`src/rtl/seg7_scan_driver.sv`:
```
// rtl/seg7_scan_driver.sv - multiplexed 8-digit common-anode seven-segment scan driver
//
// Purpose:
//   Latches a 32-bit hex value plus per-digit decimal points and time-multiplexes
//   them onto a shared active-low segment bus with active-low digit selects.
//   Value updates are double-buffered: a load lands in a shadow register and is
//   promoted to the displayed (active) register only on the frame wrap, so one
//   frame never mixes two values.
//
// Ports:
//   clk          system clock
//   rst          asynchronous active-high reset
//   load         one-cycle strobe, captures data_in/dp_in into the shadow
//   data_in      hex value, nibble k drives digit k (digit 0 = rightmost)
//   dp_in        bit k lights the decimal point of digit k
//   blank_lz     1 = suppress leading zero digits (digit 0 is never blanked)
//   en           0 = display dark while the scan keeps running
//   led_id       digit selects, active-low, at most one low
//   out_led      segments {a,b,c,d,e,f,g,dp}, active-low
//   load_pending shadow holds a value not yet shown
//   frame_done   one-cycle pulse when the scan wraps back to digit 0

module seg7_scan_driver #(
    parameter int SCAN_DIV = 100000,
    parameter int DIGITS   = 8
) (
    input  logic        clk,
    input  logic        rst,
    input  logic        load,
    input  logic [31:0] data_in,
    input  logic [7:0]  dp_in,
    input  logic        blank_lz,
    input  logic        en,
    output logic [7:0]  led_id,
    output logic [7:0]  out_led,
    output logic        load_pending,
    output logic        frame_done
);

    localparam int PW = (SCAN_DIV > 1) ? $clog2(SCAN_DIV) : 1;

    // Only the nibbles of digits that exist take part in leading-zero detection.
    localparam logic [31:0] DIGIT_MASK = (DIGITS >= 8) ? 32'hFFFF_FFFF
                                       : 32'((33'd1 << (4 * DIGITS)) - 33'd1);

    logic [PW-1:0] prescaler;
    logic [2:0]    index;
    logic [31:0]   shadow_val;
    logic [31:0]   active_val;
    logic [7:0]    shadow_dp;
    logic [7:0]    active_dp;

    logic          tick;
    logic          wrap;
    logic [3:0]    nibble;
    logic          upper_zero;
    logic          blank;
    logic [6:0]    segs;
    logic [7:0]    next_led_id;
    logic [7:0]    next_out_led;

    // Segment pattern a..g, active-low, for one hex nibble.
    function automatic logic [6:0] glyph(input logic [3:0] n);
        logic [6:0] g;
        case (n)
            4'h0:    g = 7'h01;
            4'h1:    g = 7'h4F;
            4'h2:    g = 7'h12;
            4'h3:    g = 7'h06;
            4'h4:    g = 7'h4C;
            4'h5:    g = 7'h24;
            4'h6:    g = 7'h20;
            4'h7:    g = 7'h0F;
            4'h8:    g = 7'h00;
            4'h9:    g = 7'h04;
            4'hA:    g = 7'h08;
            4'hB:    g = 7'h60;
            4'hC:    g = 7'h31;
            4'hD:    g = 7'h42;
            4'hE:    g = 7'h30;
            default: g = 7'h38;
        endcase
        return g;
    endfunction

    assign tick = (prescaler == PW'(SCAN_DIV - 1));
    assign wrap = tick && (index == 3'(DIGITS - 1));

    always_comb begin
        nibble       = active_val[{index, 2'b00} +: 4];
        // Digit k is a leading zero when it and every digit above it are zero.
        upper_zero   = ((active_val & DIGIT_MASK) >> {index, 2'b00}) == 32'd0;
        blank        = blank_lz && (index != 3'd0) && upper_zero;
        segs         = blank ? 7'h7F : glyph(nibble);
        next_led_id  = 8'hFF;
        next_out_led = 8'hFF;
        if (en) begin
            next_led_id  = ~(8'd1 << index);
            next_out_led = {segs, ~active_dp[index]};
        end
    end

    always_ff @(posedge clk or posedge rst) begin
        if (rst) begin
            prescaler    <= '0;
            index        <= '0;
            frame_done   <= 1'b0;
            shadow_val   <= '0;
            active_val   <= '0;
            shadow_dp    <= '0;
            active_dp    <= '0;
            load_pending <= 1'b0;
            led_id       <= 8'hFF;
            out_led      <= 8'hFF;
        end else begin
            if (tick) begin
                prescaler <= '0;
                index     <= wrap ? 3'd0 : index + 3'd1;
            end else begin
                prescaler <= prescaler + PW'(1);
            end

            frame_done <= wrap;

            if (wrap && load) begin
                // A load landing on the wrap goes straight to display for the new frame.
                shadow_val   <= data_in;
                shadow_dp    <= dp_in;
                active_val   <= data_in;
                active_dp    <= dp_in;
                load_pending <= 1'b0;
            end else if (wrap) begin
                if (load_pending) begin
                    active_val <= shadow_val;
                    active_dp  <= shadow_dp;
                end
                load_pending <= 1'b0;
            end else if (load) begin
                shadow_val   <= data_in;
                shadow_dp    <= dp_in;
                load_pending <= 1'b1;
            end

            led_id  <= next_led_id;
            out_led <= next_out_led;
        end
    end

endmodule

```
`config.mk`:
```
export PLATFORM = sky130hd
export DESIGN_NAME = seg7_scan_driver
export DESIGN_NICKNAME = d
export VERILOG_FILES = /design/src/rtl/seg7_scan_driver.sv
export SDC_FILE = /design/constraint.sdc
export NUM_CORES = 1
export LEC_CHECK = 0
export BUFFER_PORTS_ARGS = -buffer_cell sky130_fd_sc_hd__buf_2
export CAP_MARGIN = 20
export CORE_AREA = 3 3 132 134
export CTS_BUF_LIST = sky130_fd_sc_hd__clkbuf_8
export CTS_CLUSTER_DIAMETER = 120
export DETAILED_ROUTE_END_ITERATION = 8
export DIE_AREA = 0 0 135 137
export PLACE_DENSITY = 0.53
export SLEW_MARGIN = 10
export SYNTH_ARGS = -nofsm -noshare
export SYNTH_HDL_FRONTEND = slang
export SYNTH_SLANG_ARGS = --single-unit
```
`constraint.sdc`:
```
create_clock -name clk -period 3.22 [get_ports clk]
set_input_delay 0.322 -clock clk [delete_from_list [all_inputs] [get_ports clk]]
set_output_delay 0.322 -clock clk [all_outputs]
set_load 0.02 [all_outputs]
```
After elaboration in Yosys (flattened, before gate mapping)
Memory sizes are Yosys's and may differ from the RTL's.
Cells that the tools add are included.
{"block": "classes", "n_eq_ne": 3, "n_shift": 3, "muxes": 22, "add_sub_neg": 2, "n_lt_le_gt_ge": 1, "bitwise_logic": 2, "reduce_logical": 12}
{"op": "$mux 32", "n": 6}
{"op": "$mux 8", "n": 8}
{"op": "$logic_not 32->1", "n": 1}
{"op": "$shiftx 32x6->4", "n": 1}
{"op": "$shr 32x5->32", "n": 1}
{"op": "$add 17x1->17 const B", "n": 1}
{"op": "$eq 17x17->1 const B", "n": 1}
{"op": "$mux 17", "n": 1}
{"op": "$not 8->8", "n": 1}
{"op": "$shl 1x3->8 const A", "n": 1}
{"op": "$mux 7", "n": 1}
{"op": "$reduce_bool 2->1", "n": 3}
{"op": "$reduce_bool 3->1", "n": 2}
{"op": "$logic_and 1x1->1", "n": 4}
{"op": "$lt 3x4->1 const B", "n": 1}
{"op": "$mux 1", "n": 4}
{"op": "$reduce_and 2->1", "n": 2}
{"op": "$add 3x1->3 const B", "n": 1}
{"op": "$bmux 1 s3", "n": 1}
{"op": "$eq 3x3->1 const B", "n": 1}
{"op": "$mux 3", "n": 1}
{"op": "$ne 2x1->1 const B", "n": 1}
{"op": "$not 1->1", "n": 1}
{"block": "totals", "elab_cells": 56, "out_inout_bits": 18, "reg_bits": 118, "n_memories": 1, "rom_bits": 112}
{"memory": "(no name shown)", "words": 16, "width": 7, "read_ports": 1, "rd_clocked_by_memory_dff": 0, "wr": 0, "line": "65", "rtl": "case (n)"}

Depth between registers and ports, before layout
{"block": "logic_depth", "word_depth": 5, "mapped_depth": 9}

Least setup slack after synthesis
OpenSTA, ideal clock, no wires.
{"block": "synth_path", "path_type": "reg-to-reg", "start": "register index[0]", "end": "register out_led[7]", "setup_ns": 0.078, "arrival_time_ns": 2.269, "slack_ns": 0.873, "path_stages_with_launch": 9, "path_buffers": 1, "t_required_ns": 3.142, "path_cell_list": "dfrtp_1 -> buf_6 -> mux4_2 -> mux2i_1 -> ha_1 -> nand2_1 -> a31oi_2 -> a41oi_4 -> o211ai_2"}
{"block": "synth_via", "elab_chain_len": 5, "elab_cells_between_ends": 9, "classes_between": "shift (2); mux (2); reduce/logical (4); memory (1)"}
{"element": "start: declaration", "line": "47", "rtl": "logic [2:0] index;"}
{"element": "start signal: assignment", "line": "118", "rtl": "index <= wrap ? 3'd0 : index + 3'd1;"}
{"element": "branches (longest 3 deep; another with $mem_v2 16x7)"}
{"element": "$mux 7 (*)", "line": "94", "rtl": "segs = blank ? 7'h7F : glyph(nibble);"}
{"element": "$mux 8 (*)", "line": "97", "rtl": "if (en) begin"}
{"element": "net next_out_led[7]", "line": "60", "rtl": "logic [7:0] next_out_led;"}
{"element": "end signal: assignment", "line": "145", "rtl": "out_led <= next_out_led;"}
{"element": "end: declaration", "line": "35", "rtl": "output logic [7:0] out_led,"}
Mark *: on every way through the listed nets, which the timed path passes.
A chain may end at the register's enable or synchronous reset.

Worst setup path in the final report
{"block": "layout_path", "start": "register index[1]", "end": "register out_led[6]"}
The elaborated chain is that of the path after synthesis.

==> metrics <==
outcome=completed; fin crit share=85.3%; Post-Synthesis Cells=424; post-CTS setup buffers=0; post-route ant nets=0; initial antenna violation count=0; Hold Crit Class=in -> async; FFs w/ async S/R, synth=100%; number of synthesized flops with an enable pin=0; total CTS buffers=17; number of clock sinks=118; leading cell type in the layout, fill and taps excluded=dfrtp_1; Routed WL=11600 um; first-pass GRT wire length=19600 um; Die ar.=18500 um2; fin crit period=2750 ps; CTS H-tree depth=4; largest net degree at the start of global routing=119; CP startpoint kind=flop; Worst R2R Setup Slack=470 ps; Syn-to-layout area delta=17.4%; post-synthesis sequential area ratio=53.7%; FF-to-FF End=out_led[6]; ys flop type=dfrtp_1; Netlist Area Pre-Place=5540 um2; 1st-pass router iterations=4; clk slew on worst S/H paths=70 ps; GP Congestion=0.862; buffer depth of the longest clock path=2; clock insertion delay at the later pin of the skew report=440 ps; vias=3587; Core Region=16400 um2; worst-margin pin slew=814 ps; FILL cells=1588; CP Max Fanout=21; Sum Neg Setup Slack=0 ps; Port Buffers=62; Via density=4.93; FF+latch area=2970 um2; Cell variety after synth=54; Rel. slew slack=45.8%; final setup fails=0; cells along the critical path=mux4_2 -> mux2i_1 -> ha_1 -> nand2_1 -> a31oi_2 -> a41oi_4 -> o21ai_1; Hold Fails Final Rpt=0; R2R Path Start=index[1]; synthesized flop and latch total=118; Synth area leader=dfrtp_1; synth warn=0; share of layout cells above drive strength 1=36.5%; TritonCTS clock tree=built; clk_skew=11.6 ps; RSZ-0062 raised after global routing=no; Critical Path Max Stage Delay=880 ps; f_max=364 MHz; Slowest cell on crit path=dfrtp_1; peak supply drop=0.000296 V; Resize count post-CTS=0; WL/cell=16.0 um; top cell type's share of synthesized area=46.1%; leakage power figure=2.95 nW; clock root buffer=clkbuf_8; Setup Crit Path Kind=reg -> reg; most frequent cells in the layout=dfrtp_1, buf_2, mux2_2, mux2_1, nand2_1; Nets=552; Mean Syn Cell Area=13.1 um2; critical path required time=3580 ps; final core occ=39.6%; Max Transition Viols Final=0; Final HPWL DP=8320 um; Critical Path AT=3100 ps; Synth area leaders=dfrtp_1, mux2_2, dfstp_2; Ant. Diodes=0; initial DRC count=196; Hold Buf Count CTS=0; worst reg2reg path depth=7; vias in the first global route=3801; area of the multi-input gates=2430 um2; overall global routing resource usage=13.7%; max_cap viols=0; Crit path max-delay family=flip-flops; Critical Path End Type=flop; Crit path buffers/inverters=0; Syn Nets=482; Starting Density=33.8%; Ports=63; total grt overflow=0; Std-Cell Rows=47; pwr dens=483 nW/um2; Die X=135 um; DRC viols=0; die height=137 um
==> worst max-delay path by stage <==
stage / start / slack [ps] / end / depth (start not counted)
after global routing: index[1] / 220 / out_led[7] / 7
final: index[1] / 470 / out_led[6] / 7
after global placement: index[1] / 580 / out_led[7] / 7
after CTS: index[1] / 460 / out_led[6] / 7
after detailed placement: index[1] / 480 / out_led[6] / 7
after floorplan: index[0] / 870 / out_led[7] / 8
==> power by group <==
group / total (W) / switching [W] / internal [W]
clock network: 0.00135 / 0.000602 / 0.000746
logic: 0.000215 / 0.000116 / 0.0000997
registers: 0.00158 / 0.0000245 / 0.00155
total: 0.00314 / 0.000742 / 0.00240
==> flip-flops by register name (all words and copies together), names as in the netlist <==
name and cells:
shadow_dp 8, active_val 32, shadow_val 32, frame_done 1, index 3, active_dp 8, prescaler 17, out_led 8
led_id 8, load_pending 1
==> through the flow <==
stage	cells	power [W]	hold slack [ps]	setup slack, ps	cell area [um2]
floorplan	424	0.00174	361	873	5540
detailed placement	695	0.00183	471	479	6100
global placement	695	0.00182	466	585	6100
global route	727	0.00330	96.4	219	6500
CTS	727	0.00320	62.5	461	6500
finish	727	0.00314	63.6	472	6500
==> synth_stat cells (2+ instances only) <==
library cell,number
buf_2,3
inv_1,8
inv_2,3
dfrtp_1,102
nand3b_1,2
nor3_1,7
nor4bb_1,2
nor3b_1,3
dfstp_2,16
mux2_2,43
mux2i_1,10
a2bb2oi_1,2
mux4_2,9
a22oi_1,15
nor2b_1,4
xor2_1,6
or2_1,2
and3_1,4
a211oi_1,2
ha_1,13
o21ai_0,4
xnor2_1,7
nor2_1,21
a21oi_1,3
mux2_1,31
nand2_1,23
nor4_1,4
o2bb2ai_1,11
nand2b_1,2
nand4_1,3
buf_1,3
or2_2,4
clkbuf_1,8
nand3_1,11
buf_6,4
o21ai_1,9
o22ai_1,3
==> layer usage <==
metal  wire length, um  part of all wire, %  track usage (%)  vias up
met2              5660                   49             21.7       72
li1                  -                    -                -     1695
met4               233                  2.0             6.22        0
met5                 0                    0                0        -
met3               491                  4.2             3.82       19
met1              5250                   45             17.5     1801
==> area by class of cell <==
cell class,instances,area share (%)
Clock buffer,20,4.23
Clock inverter,12,1.96
Inverter,11,0.693
Multi-Input combinational cell,277,37.4
Sequential cell,118,45.7
Tap cell,220,4.23
Timing Repair Buffer,69,5.77
==> kinds of logic (layout without fill, tap and decap cells) <==
| kind of cell | after synthesis | after routing | synth area share [%] |
|---|---|---|---|
| flip-flops | 118 | 118 | 53.7 |
| AND/OR/NAND/NOR | 98 | 98 | 9.22 |
| multiplexers | 94 | 94 | 20.9 |
| AO/OA/AOI/OAI | 59 | 59 | 8.61 |
| buffers and inverters | 29 | 112 | 2.58 |
| adder cells (fa/ha/maj) | 13 | 13 | 2.94 |
| XOR/XNOR | 13 | 13 | 2.06 |
==> worst min-delay path, cell delays in order <==
cell        delay [ps]
buf_2              110
clkinvlp_4          70
buf_12             450
(Power assumes the default switching activity.)
